## config.mk

```make
export PLATFORM = sky130hd
export DESIGN_NAME = alu_req_arbiter
export DESIGN_NICKNAME = d
export VERILOG_FILES = /design/src/rtl/alu_req_arbiter.sv
export SDC_FILE = /design/constraint.sdc
export NUM_CORES = 1
export LEC_CHECK = 0
export CAP_MARGIN = 20
export CORE_ASPECT_RATIO = 2
export CORE_UTILIZATION = 44
export CTS_CLUSTER_SIZE = 12
export DETAILED_ROUTE_END_ITERATION = 8
export HOLD_SLACK_MARGIN = 0.02
export PLACE_DENSITY = 0.9
export SETUP_SLACK_MARGIN = 0.2
export SLEW_MARGIN = 20
export SYNTH_ARGS = -nofsm -noshare
export SYNTH_HDL_FRONTEND = slang
export SYNTH_SLANG_ARGS = --single-unit
```

## constraint.sdc

```tcl
create_clock -name CLK -period 2.95 [get_ports CLK]
set_input_delay 0.885 -clock CLK [delete_from_list [all_inputs] [get_ports CLK]]
set_output_delay 0.885 -clock CLK [all_outputs]
set_load 0.01 [all_outputs]
```

## src/rtl/alu_req_arbiter.sv

```systemverilog
// Round-robin arbiter that shares one ALU between two requesters.
// Runs one operation at a time with a timeout on the ALU's valid flag.
module alu_req_arbiter #(
   parameter int OP_WIDTH  = 8,
   parameter int OUT_WIDTH = 16,
   parameter int FUN_WIDTH = 4,
   parameter int TIMEOUT   = 8
) (
   input  logic                 CLK,
   input  logic                 RST,
   input  logic                 req0_valid,
   output logic                 req0_ready,
   input  logic [OP_WIDTH-1:0]  req0_a,
   input  logic [OP_WIDTH-1:0]  req0_b,
   input  logic [FUN_WIDTH-1:0] req0_fun,
   input  logic                 req1_valid,
   output logic                 req1_ready,
   input  logic [OP_WIDTH-1:0]  req1_a,
   input  logic [OP_WIDTH-1:0]  req1_b,
   input  logic [FUN_WIDTH-1:0] req1_fun,
   output logic                 resp0_valid,
   output logic                 resp1_valid,
   output logic                 resp_err,
   output logic [OUT_WIDTH-1:0] resp_data,
   output logic [OP_WIDTH-1:0]  alu_a,
   output logic [OP_WIDTH-1:0]  alu_b,
   output logic [FUN_WIDTH-1:0] alu_fun,
   output logic                 alu_en,
   input  logic [OUT_WIDTH-1:0] alu_out,
   input  logic                 alu_out_valid,
   output logic                 busy
);

   typedef enum logic [1:0] {IDLE, ISSUE, WAIT, RESP} state_t;

   // The last WAIT cycle is the TIMEOUT-th one; the counter starts at 0.
   localparam logic [7:0] TIMEOUT_LAST = 8'(TIMEOUT - 1);

   state_t     state;
   logic       last_grant;
   logic       grant;
   logic [7:0] wait_cnt;
   logic       win1;
   logic       take;

   always_comb begin
      win1 = 1'b0;
      if (req0_valid && req1_valid) begin
         win1 = ~last_grant;
      end else begin
         win1 = req1_valid;
      end
      req0_ready = (state == IDLE) && req0_valid && !win1;
      req1_ready = (state == IDLE) && req1_valid && win1;
      take       = req0_ready || req1_ready;
   end

   assign busy = (state != IDLE);

   // alu_en and the response pulses are registered, so they are set on the
   // transition into ISSUE/RESP and cleared by default on every other edge.
   always_ff @(posedge CLK or negedge RST) begin
      if (!RST) begin
         state       <= IDLE;
         last_grant  <= 1'b1;
         grant       <= 1'b0;
         wait_cnt    <= 8'd0;
         alu_a       <= '0;
         alu_b       <= '0;
         alu_fun     <= '0;
         alu_en      <= 1'b0;
         resp0_valid <= 1'b0;
         resp1_valid <= 1'b0;
         resp_err    <= 1'b0;
         resp_data   <= '0;
      end else begin
         alu_en      <= 1'b0;
         resp0_valid <= 1'b0;
         resp1_valid <= 1'b0;
         case (state)
            IDLE: begin
               if (take) begin
                  alu_a      <= win1 ? req1_a : req0_a;
                  alu_b      <= win1 ? req1_b : req0_b;
                  alu_fun    <= win1 ? req1_fun : req0_fun;
                  grant      <= win1;
                  last_grant <= win1;
                  alu_en     <= 1'b1;
                  state      <= ISSUE;
               end
            end
            ISSUE: begin
               wait_cnt <= 8'd0;
               state    <= WAIT;
            end
            WAIT: begin
               // A valid flag in the final WAIT cycle beats the timeout.
               if (alu_out_valid) begin
                  resp_data   <= alu_out;
                  resp_err    <= 1'b0;
                  resp0_valid <= !grant;
                  resp1_valid <= grant;
                  state       <= RESP;
               end else if (wait_cnt == TIMEOUT_LAST) begin
                  resp_data   <= '0;
                  resp_err    <= 1'b1;
                  resp0_valid <= !grant;
                  resp1_valid <= grant;
                  state       <= RESP;
               end else begin
                  wait_cnt <= wait_cnt + 8'd1;
               end
            end
            RESP: begin
               state <= IDLE;
            end
            default: begin
               state <= IDLE;
            end
         endcase
      end
   end

endmodule

```

### After elaboration in Yosys (flattened, before gate mapping)

Index checks and enable logic that the tools add are counted.

| cells by class | value |
|---|---|
| $lt $le $gt $ge | 0 |
| multiplexer cells | 23 |
| eq/ne operators | 8 |
| bitwise operators | 1 |
| shift-type cells | 0 |
| $mul | 0 |
| divide/modulo/power cells | 0 |
| $add $sub $neg | 1 |
| reduce and logical (&&, ||, !) cells | 16 |

Operators with widths:

| kind | number |
|---|---|
| two-way mux 16 bit | 2 |
| two-way mux 8 bit | 4 |
| case mux 8 bit (2 select lines) | 1 |
| two-way mux 1 bit | 11 |
| adder 8 x 1 -> 8 bit (second input constant) | 1 |
| equality test 8 x 3 -> 1 bit (second input constant) | 1 |
| case mux 2 bit (4 select lines) | 1 |
| two-way mux 2 bit | 3 |
| inequality test 2 bit (second input constant) | 3 |
| AND reduction 2 bit | 3 |
| nonzero test 2 bit | 3 |
| logical AND 1 bit | 5 |
| equality test 2 bit (second input constant) | 2 |
| two-way mux 4 bit | 1 |
| inequality test 3 bit (second input constant) | 1 |
| AND reduction 3 bit | 1 |
| equality test 2 x 1 -> 1 bit (second input constant) | 1 |
| logical NOT 1 bit | 2 |
| logical NOT 2 bit | 1 |
| logical OR 1 bit | 1 |
| NOT 1 bit | 1 |

| word-level totals | value |
|---|---|
| RAM bits | 0 |
| input port bits | 61 |
| bits in latches | 0 |
| memory bits (read-only) | 0 |
| memories | 0 |
| flip-flop bits (word level) | 52 |

### Depth between registers and ports, before layout

Gate-level depths: netlist of run 1.

| logic depth | value |
|---|---|
| depth in word-level cells | 7 |
| gate-level depth with buffers | 7 |

### Least setup slack after synthesis of run 1

No wires, ideal clock.

| path | value |
|---|---|
| path kind | input-to-output |
| from | in req1_valid |
| to | out req0_ready |
| stages on the path | 3 |
| path slack | 0.536 ns |
| data arrival time | 1.529 ns |
| cells stage by stage | a21boi_1 > buf_2 > nor2_1 |

| on the way | value |
|---|---|
| word-level cells in the longest chain between the ends | 4 |

RTL lines:

| element | RTL line | RTL |
|---|---|---|
| start: declaration | 16 | `input logic req1_valid,` |
| logical AND 1 bit | 48 | `if (req0_valid && req1_valid) begin` |
| two-way mux 1 bit (*) | 48 |  |
| logical NOT 1 bit (*) | 53 | `req0_ready = (state == IDLE) && req0_valid && !win1;` |
| logical AND 1 bit (*) | 53 |  |
| end: declaration | 12 | `output logic req0_ready,` |

Every way passes the cells marked *; elsewhere a longest branch is shown, timed or not.

### Worst setup path in the final report of run 1

Ends and elaborated chain as after synthesis.

==> results of run 1 <==
==> placed cells by master, fill, tap and decap left out, types with 2 or more instances in the layout <==
master           count
a21o_1               2
a22o_1              16
and2_1               4
and3_1               3
buf_2                3
buf_4               10
clkbuf_8             6
clkdlybuf4s50_1     98
dfrtp_1             51
dlygate4sd2_1        2
ha_1                 5
inv_1                7
mux2i_1             23
nand2_1             23
nand3_1              7
nor2_1               5
o211ai_1             2
o21ai_0             22
o31ai_1              2
==> report_power, final <==
group	switching, uW	leakage, uW	internal [uW]
combinational	637	0.000905	799
clock	216	0.0000445	191
sequential	168	0.000659	1010
==> cells by family after synthesis <==
logic type                 synth area share
buffers and inverters               0.03779
muxes                                0.1057
adders and majority gates           0.02738
and+or+nand+nor                      0.1030
DFF                                  0.5701
AOI/OAI and AO/OA                    0.1522
xor gates and xnor gates           0.003834
==> sequential cells by signal (all words and copies together), names as in the netlist <==
signal / cells
alu_fun: 4
resp0_valid: 1
wait_cnt: 8
resp1_valid: 1
resp_data: 16
alu_a: 8
resp_err: 1
grant: 1
alu_b: 8
alu_en: 1
last_grant: 1
state: 2
==> how the worst max path moves through the flow <==
stage,start,endpoint,slack [ps],cells past startpoint
2_1_floorplan,req1_valid,req0_ready,540,3
3_3_place_gp,req1_valid,req0_ready,-200,5
3_5_place_dp,req1_valid,req0_ready,-240,5
4_1_cts,req1_valid,req0_ready,390,5
5_1_grt,state[1],busy,300,4
6_report,req1_valid,req0_ready,390,5
==> timing repair <==
item,4_1_cts,5_1_grt
setup endpoints to repair,2,0
resized for setup,11,0
buffers inserted,1,0
==> critical path: stages <==
cell and delay (ps):
dlygate4sd2_1 250, a21boi_4 150, buf_4 140, nor2_1 110, buf_2 150
==> through the flow <==
| stage | cells | util |
|---|---|---|
| floorplan | 199 | - |
| global placement | 358 | 0.6960 |
| detailed placement | 358 | 0.6960 |
| CTS | 367 | 0.7156 |
| global route | 367 | 0.7156 |
| finish | 367 | 0.7156 |
==> layer usage <==
layer,track usage,up-vias
li1,-,917
met3,0.03947,17
met2,0.4014,70
met5,0,-
met4,0.1109,0
met1,0.2381,925
==> cell type report <==
type                            instances  area share
Multi-Input combinational cell        129      0.2593
Timing Repair Buffer                  114      0.3155
Clock inverter                          1    0.002137
Inverter                                7    0.007479
Clock buffer                            7     0.02457
Sequential cell                        52      0.3707
Tap cell                               57     0.02030
==> metrics.md, run 1 <==
| Metric | Value |
|---|---|
| # rows | `36` |
| Seq/Total Area, Yosys | `0.5701` |
| EDFF count, synth | `0` |
| Share of cells above drive strength 1 | `0.08710` |
| Drt first pass iters | `4` |
| Post-synthesis async set-or-reset flop share | `1.000` |
| Clock H-tree levels | `2` |
| Setup tns final | `0 ps` |
| Num CTS Buffers | `5` |
| Reg2Reg Capture Point | `wait_cnt[6]` |
| DRT Wirelength | `5673 um` |
| Hold path depth | `1` |
| CTS clock-pin slew for the worst setup and hold paths | `90 ps` |
| Initial antenna violation count | `0` |
| Hold Buf Count CTS | `0` |
| Power per cell area | `859.6 nW/um^2` |
| Post-Route Skew | `4.783 ps` |
| PortBufs | `103` |
| Slew @ Worst Pin | `806.0 ps` |
| Final worst-path cycle share | `0.8673` |
| Dpl ws | `-238.5 ps` |
| Largest net degree at the start of global routing | `40` |
| Fin. max-slew vios | `0` |
| Clock latency on the worst-skew pair | `300 ps` |
| Met3 WL post-DR | `231 um` |
| Die Height | `103.9 um` |
| Routed length on met1 | `2014 um` |
| Top-count cell post-synth | `dfrtp_1` |
| Max Freq | `390.8 MHz` |
| R2R depth | `7` |
| Grt ovf | `0` |
| DRC viols | `0` |
| Area of the multi-input gates | `910.9 sq um` |
| Final setup fails | `0` |
| Root Driver | `clkbuf_8` |
| Outcome | `finished, final reports clean` |
| Vias in the first global route | `1981` |
| Uppermost routed layer | `met4` |
| DR vias/cell | `5.256` |
| Detailed Place HPWL | `4350 um` |
| Number of max-cap violations | `0` |
| Setup ws final | `391.4 ps` |
| Clock tree buffer depth | `2` |
| Flop-to-flop setup slack | `990 ps` |
| RSZ-0062 raised after global routing | `false` |
| Tot GR Track Use | `0.2252` |
| FF/Latch Area | `1303 sq um` |
| Gpl congestion | `0.8294` |
| WHS Endpoint | `resp0_valid` |
| Drt wl/cell | `15.46 um` |
| Starting Density | `0.4653` |
| Crit path launch type | `input pin` |
| Fillers | `358` |
| CP Max Fanout | `3` |
| Lkg Pwr | `0.001608 uW` |
| Yosys top cell by area | `dfrtp_1` |
| Core box area | `4910 sq um` |
| Final min period | `2559 ps` |
| Post-Syn Nets | `265` |
| Post-synth top flop | `dfrtp_1` |
| First-pass GRT wire length | `9128 um` |
| Ports | `104` |
| Yosys warns | `0` |
| Worst slew margin | `0.4627` |
| WL met2 | `3222 um` |
| Nets | `375` |
| Die footprint | `5502 sq um` |
| Post-Layout Inst Area | `3513 sq um` |
| Req. time, crit path | `2070 ps` |
| Placed cell area | `3417 sq um` |
| Via count | `1929` |
| Top cells by area, synth | `dfrtp_1 (56%), mux2i_1 (10%), a22o_1 (6.1%)` |
| Hold_sp | `grant` |
| Die width | `52.96 um` |
| Synth Cell Area | `2285 sq um` |
| TritonCTS clock tree | `built` |
| Final Power | `3020 uW` |
| Worst Hold Class | `reg -> reg` |
| Synth cell count leaders | `dfrtp_1 (51), mux2i_1 (23), nand2_1 (23)` |
| Final Hold Vio Count | `0` |
| Area delta synth->final | `53.78%` |
| Yosys reg bits | `52` |
| Crit Path Category | `in -> out` |
| Mapped Avg Cell Area | `11.48 sq um` |
| Max IR drop VDD | `0.6141 mV` |
| Initial DRC Count | `21` |
| Unique cell type count in the Yosys netlist | `34` |
| Crit path DAT | `1670 ps` |
| Post-synth top area share | `0.5586` |
| Final hold slack | `474.2 ps` |
| Final antenna-violating net count | `0` |
| Synth Instances | `199` |
| Crit. End Element | `output port` |
| Number of diodes | `0` |
| Reg-to-reg startpoint | `state[0]` |
| Clock sink count | `52` |
Power figures use the tool's default switching activity.
==> inputs of run 2 (changes only) <==
--- a/config.mk
+++ b/config.mk
@@ -7,13 +7,15 @@
 export LEC_CHECK = 0
 export CAP_MARGIN = 20
 export CORE_ASPECT_RATIO = 2
-export CORE_UTILIZATION = 44
+export CORE_UTILIZATION = 46
+export CTS_BUF_LIST = sky130_fd_sc_hd__clkbuf_8
 export CTS_CLUSTER_SIZE = 12
 export DETAILED_ROUTE_END_ITERATION = 8
 export HOLD_SLACK_MARGIN = 0.02
-export PLACE_DENSITY = 0.9
+export PLACE_DENSITY = 0.94
 export SETUP_SLACK_MARGIN = 0.2
-export SLEW_MARGIN = 20
+export SLEW_MARGIN = 40
 export SYNTH_ARGS = -nofsm -noshare
 export SYNTH_HDL_FRONTEND = slang
 export SYNTH_SLANG_ARGS = --single-unit
+export TNS_END_PERCENT = 1
==> run 2 against run 1 <==
  * Setup slack lost 39 ps
  * Clock skew is essentially flat
  * Sequential share of layout area shrank 0.21 points
  * Sequential power is essentially flat
  * Total power grew 1.0%
  * Via count is essentially flat
  * Critical path depth shrank 1
  * Highest routed layer unchanged
  * Wire length grew 4.2%
  * Clock power grew 1%
  * Die area shrank 4.2%
  * Register-to-register slack lost 50 ps
  * Final area grew 0.57%
==> metrics.md, run 2 (synthesis results as in run 1) <==
| Metric | Value |
|---|---|
| Outcome | `finished, final reports clean` |
| Hold Buf Count CTS | `0` |
| Final worst-path cycle share | `0.8806` |
| Share of cells above drive strength 1 | `0.09936` |
| Crit path launch type | `register` |
| Slew @ Worst Pin | `590.9 ps` |
| Reg with most FFs | `resp_data` |
| Final setup fails | `0` |
| Grt ovf | `0` |
| Fin. max-slew vios | `0` |
| DP Cell Count | `359` |
| Vias in the first global route | `1873` |
| Max reg flops | `16` |
| Post-Route Skew | `5.051 ps` |
| Clock sink count | `52` |
| Crit. End Element | `output port` |
| Number of max-cap violations | `0` |
| Setup tns final | `0 ps` |
| Nets | `377` |
| Final min period | `2598 ps` |
| Critical Path Stages | `4` |
| GR peak layer | `met2` |
| CP bufs+invs | `3` |
| Met3 usage | `0.03303` |
| Crit-path max cell delay | `560 ps` |
| Req. time, crit path | `2070 ps` |
| First-pass GRT wire length | `8811 um` |
| Commonest cells after routing, fill and taps aside | `clkdlybuf4s50_1 (98), dfrtp_1 (51), nand2_1 (23), mux2i_1 (23), o21ai_0 (22)` |
| RSZ-0062 raised after global routing | `false` |
| Crit path DAT | `1710 ps` |
| Fillers | `326` |
| Worst slew margin | `0.6060` |
| Hold path depth | `1` |
| Final antenna-violating net count | `0` |
| Starting Density | `0.4740` |
| Critical path's top delay family | `buffers and inverters` |
| GRT met1 Usage | `0.2339` |
| GR Layer Usage met2 | `0.4467` |
| Clock tree buffer depth | `2` |
| Num CTS Buffers | `5` |
| CP max-delay cell | `clkdlybuf4s50_1` |
| Lkg Pwr | `0.001627 uW` |
| DR vias/cell | `5.230` |
| Final Hold Vio Count | `0` |
| Root Driver | `clkbuf_8` |
| Crit Path Category | `reg -> out` |
| Final Power | `3051 uW` |
| Drt first pass iters | `4` |
| Via count | `1930` |
| CP cell instances | `inv_1, ha_1, inv_1, clkdlybuf4s50_1` |
| Core box area | `4820 sq um` |
| Gpl congestion | `0.7511` |
| Drt wl/cell | `16.03 um` |
| Clock H-tree levels | `2` |
| Max Freq | `384.9 MHz` |
| TritonCTS clock tree | `built` |
| Die width | `51.84 um` |
| PortBufs | `103` |
| Area delta synth->final | `54.66%` |
| DRT Wirelength | `5914 um` |
| Most frequent CP cell | `inv_1` |
| Max IR drop VDD | `0.6103 mV` |
| Number of diodes | `0` |
| Worst Hold Class | `reg -> reg` |
| Die Height | `101.7 um` |
| Ports | `104` |
| Die footprint | `5270 sq um` |
| Tot GR Track Use | `0.2315` |
| DRC viols | `0` |
| Initial DRC Count | `29` |
| Detailed Place HPWL | `4471 um` |
| Finished Layout Cells | `369` |
| # rows | `36` |
| Clock latency on the worst-skew pair | `300 ps` |
| R2R depth | `7` |
| Power per cell area | `863.4 nW/um^2` |
| Commonest non-fill, non-tap cell in the layout | `clkdlybuf4s50_1` |
| Largest net degree at the start of global routing | `41` |
| CP Max Fanout | `4` |
| Initial antenna violation count | `0` |
| CTS clock-pin slew for the worst setup and hold paths | `90 ps` |
run 2: cell type report:
| cell class | count | area [sq um] | share of cell area |
|---|---|---|---|
| multi-input cells | 129 | 915.9 | 0.2592 |
| repair buffers | 116 | 1124 | 0.3180 |
| clock buffers | 6 | 82.58 | 0.02337 |
| inverters | 7 | 26.28 | 0.007436 |
| clock inverters | 2 | 11.26 | 0.003187 |
| well taps | 57 | 71.32 | 0.02018 |
| flip-flops and latches | 52 | 1303 | 0.3686 |
run 2: path summary, 6_finish.rpt:
kind                                from            to  slack [ps]
min in group asynchronous            RST  resp_data[2]         530
worst max register to register  state[0]   wait_cnt[6]         940
worst min-delay path               grant   resp0_valid         470
worst min register to register     grant   resp0_valid         470
worst max-delay path            state[0]          busy         350
max in group asynchronous            RST      alu_a[4]        1900
run 2: report_power, final:
part	internal (uW)	switching, uW	leakage [uW]
logic	803	653	0.000920
registers	1010	175	0.000659
clock network	187	223	0.0000486
run 2: what timing repair did:
action,CTS,global route
setup buffers,1,1
gates resized for setup,11,4
endpoints found under the setup margin,2,2
run 2: per-layer routing:
| layer | part of all wire | routed length [um] |
|---|---|---|
| met1 | 0.35 | 2048 |
| met2 | 0.60 | 3573 |
| met3 | 0.030 | 179 |
| met4 | 0.019 | 113 |
| met5 | 0 | 0 |
run 2: metrics by stage:
stage	hold slack [ps]	util	instance area, sq um	worst slack, ps
after CTS	468.1	0.7292	3515	198.9
after detailed placement	455.7	0.7085	3415	-227.6
after global placement	444.1	0.7079	3412	-194.7
after global routing	494.2	0.7331	3533	261.3
after floorplan	423.6	-	2285	535.7
final	467.6	0.7331	3533	352.2
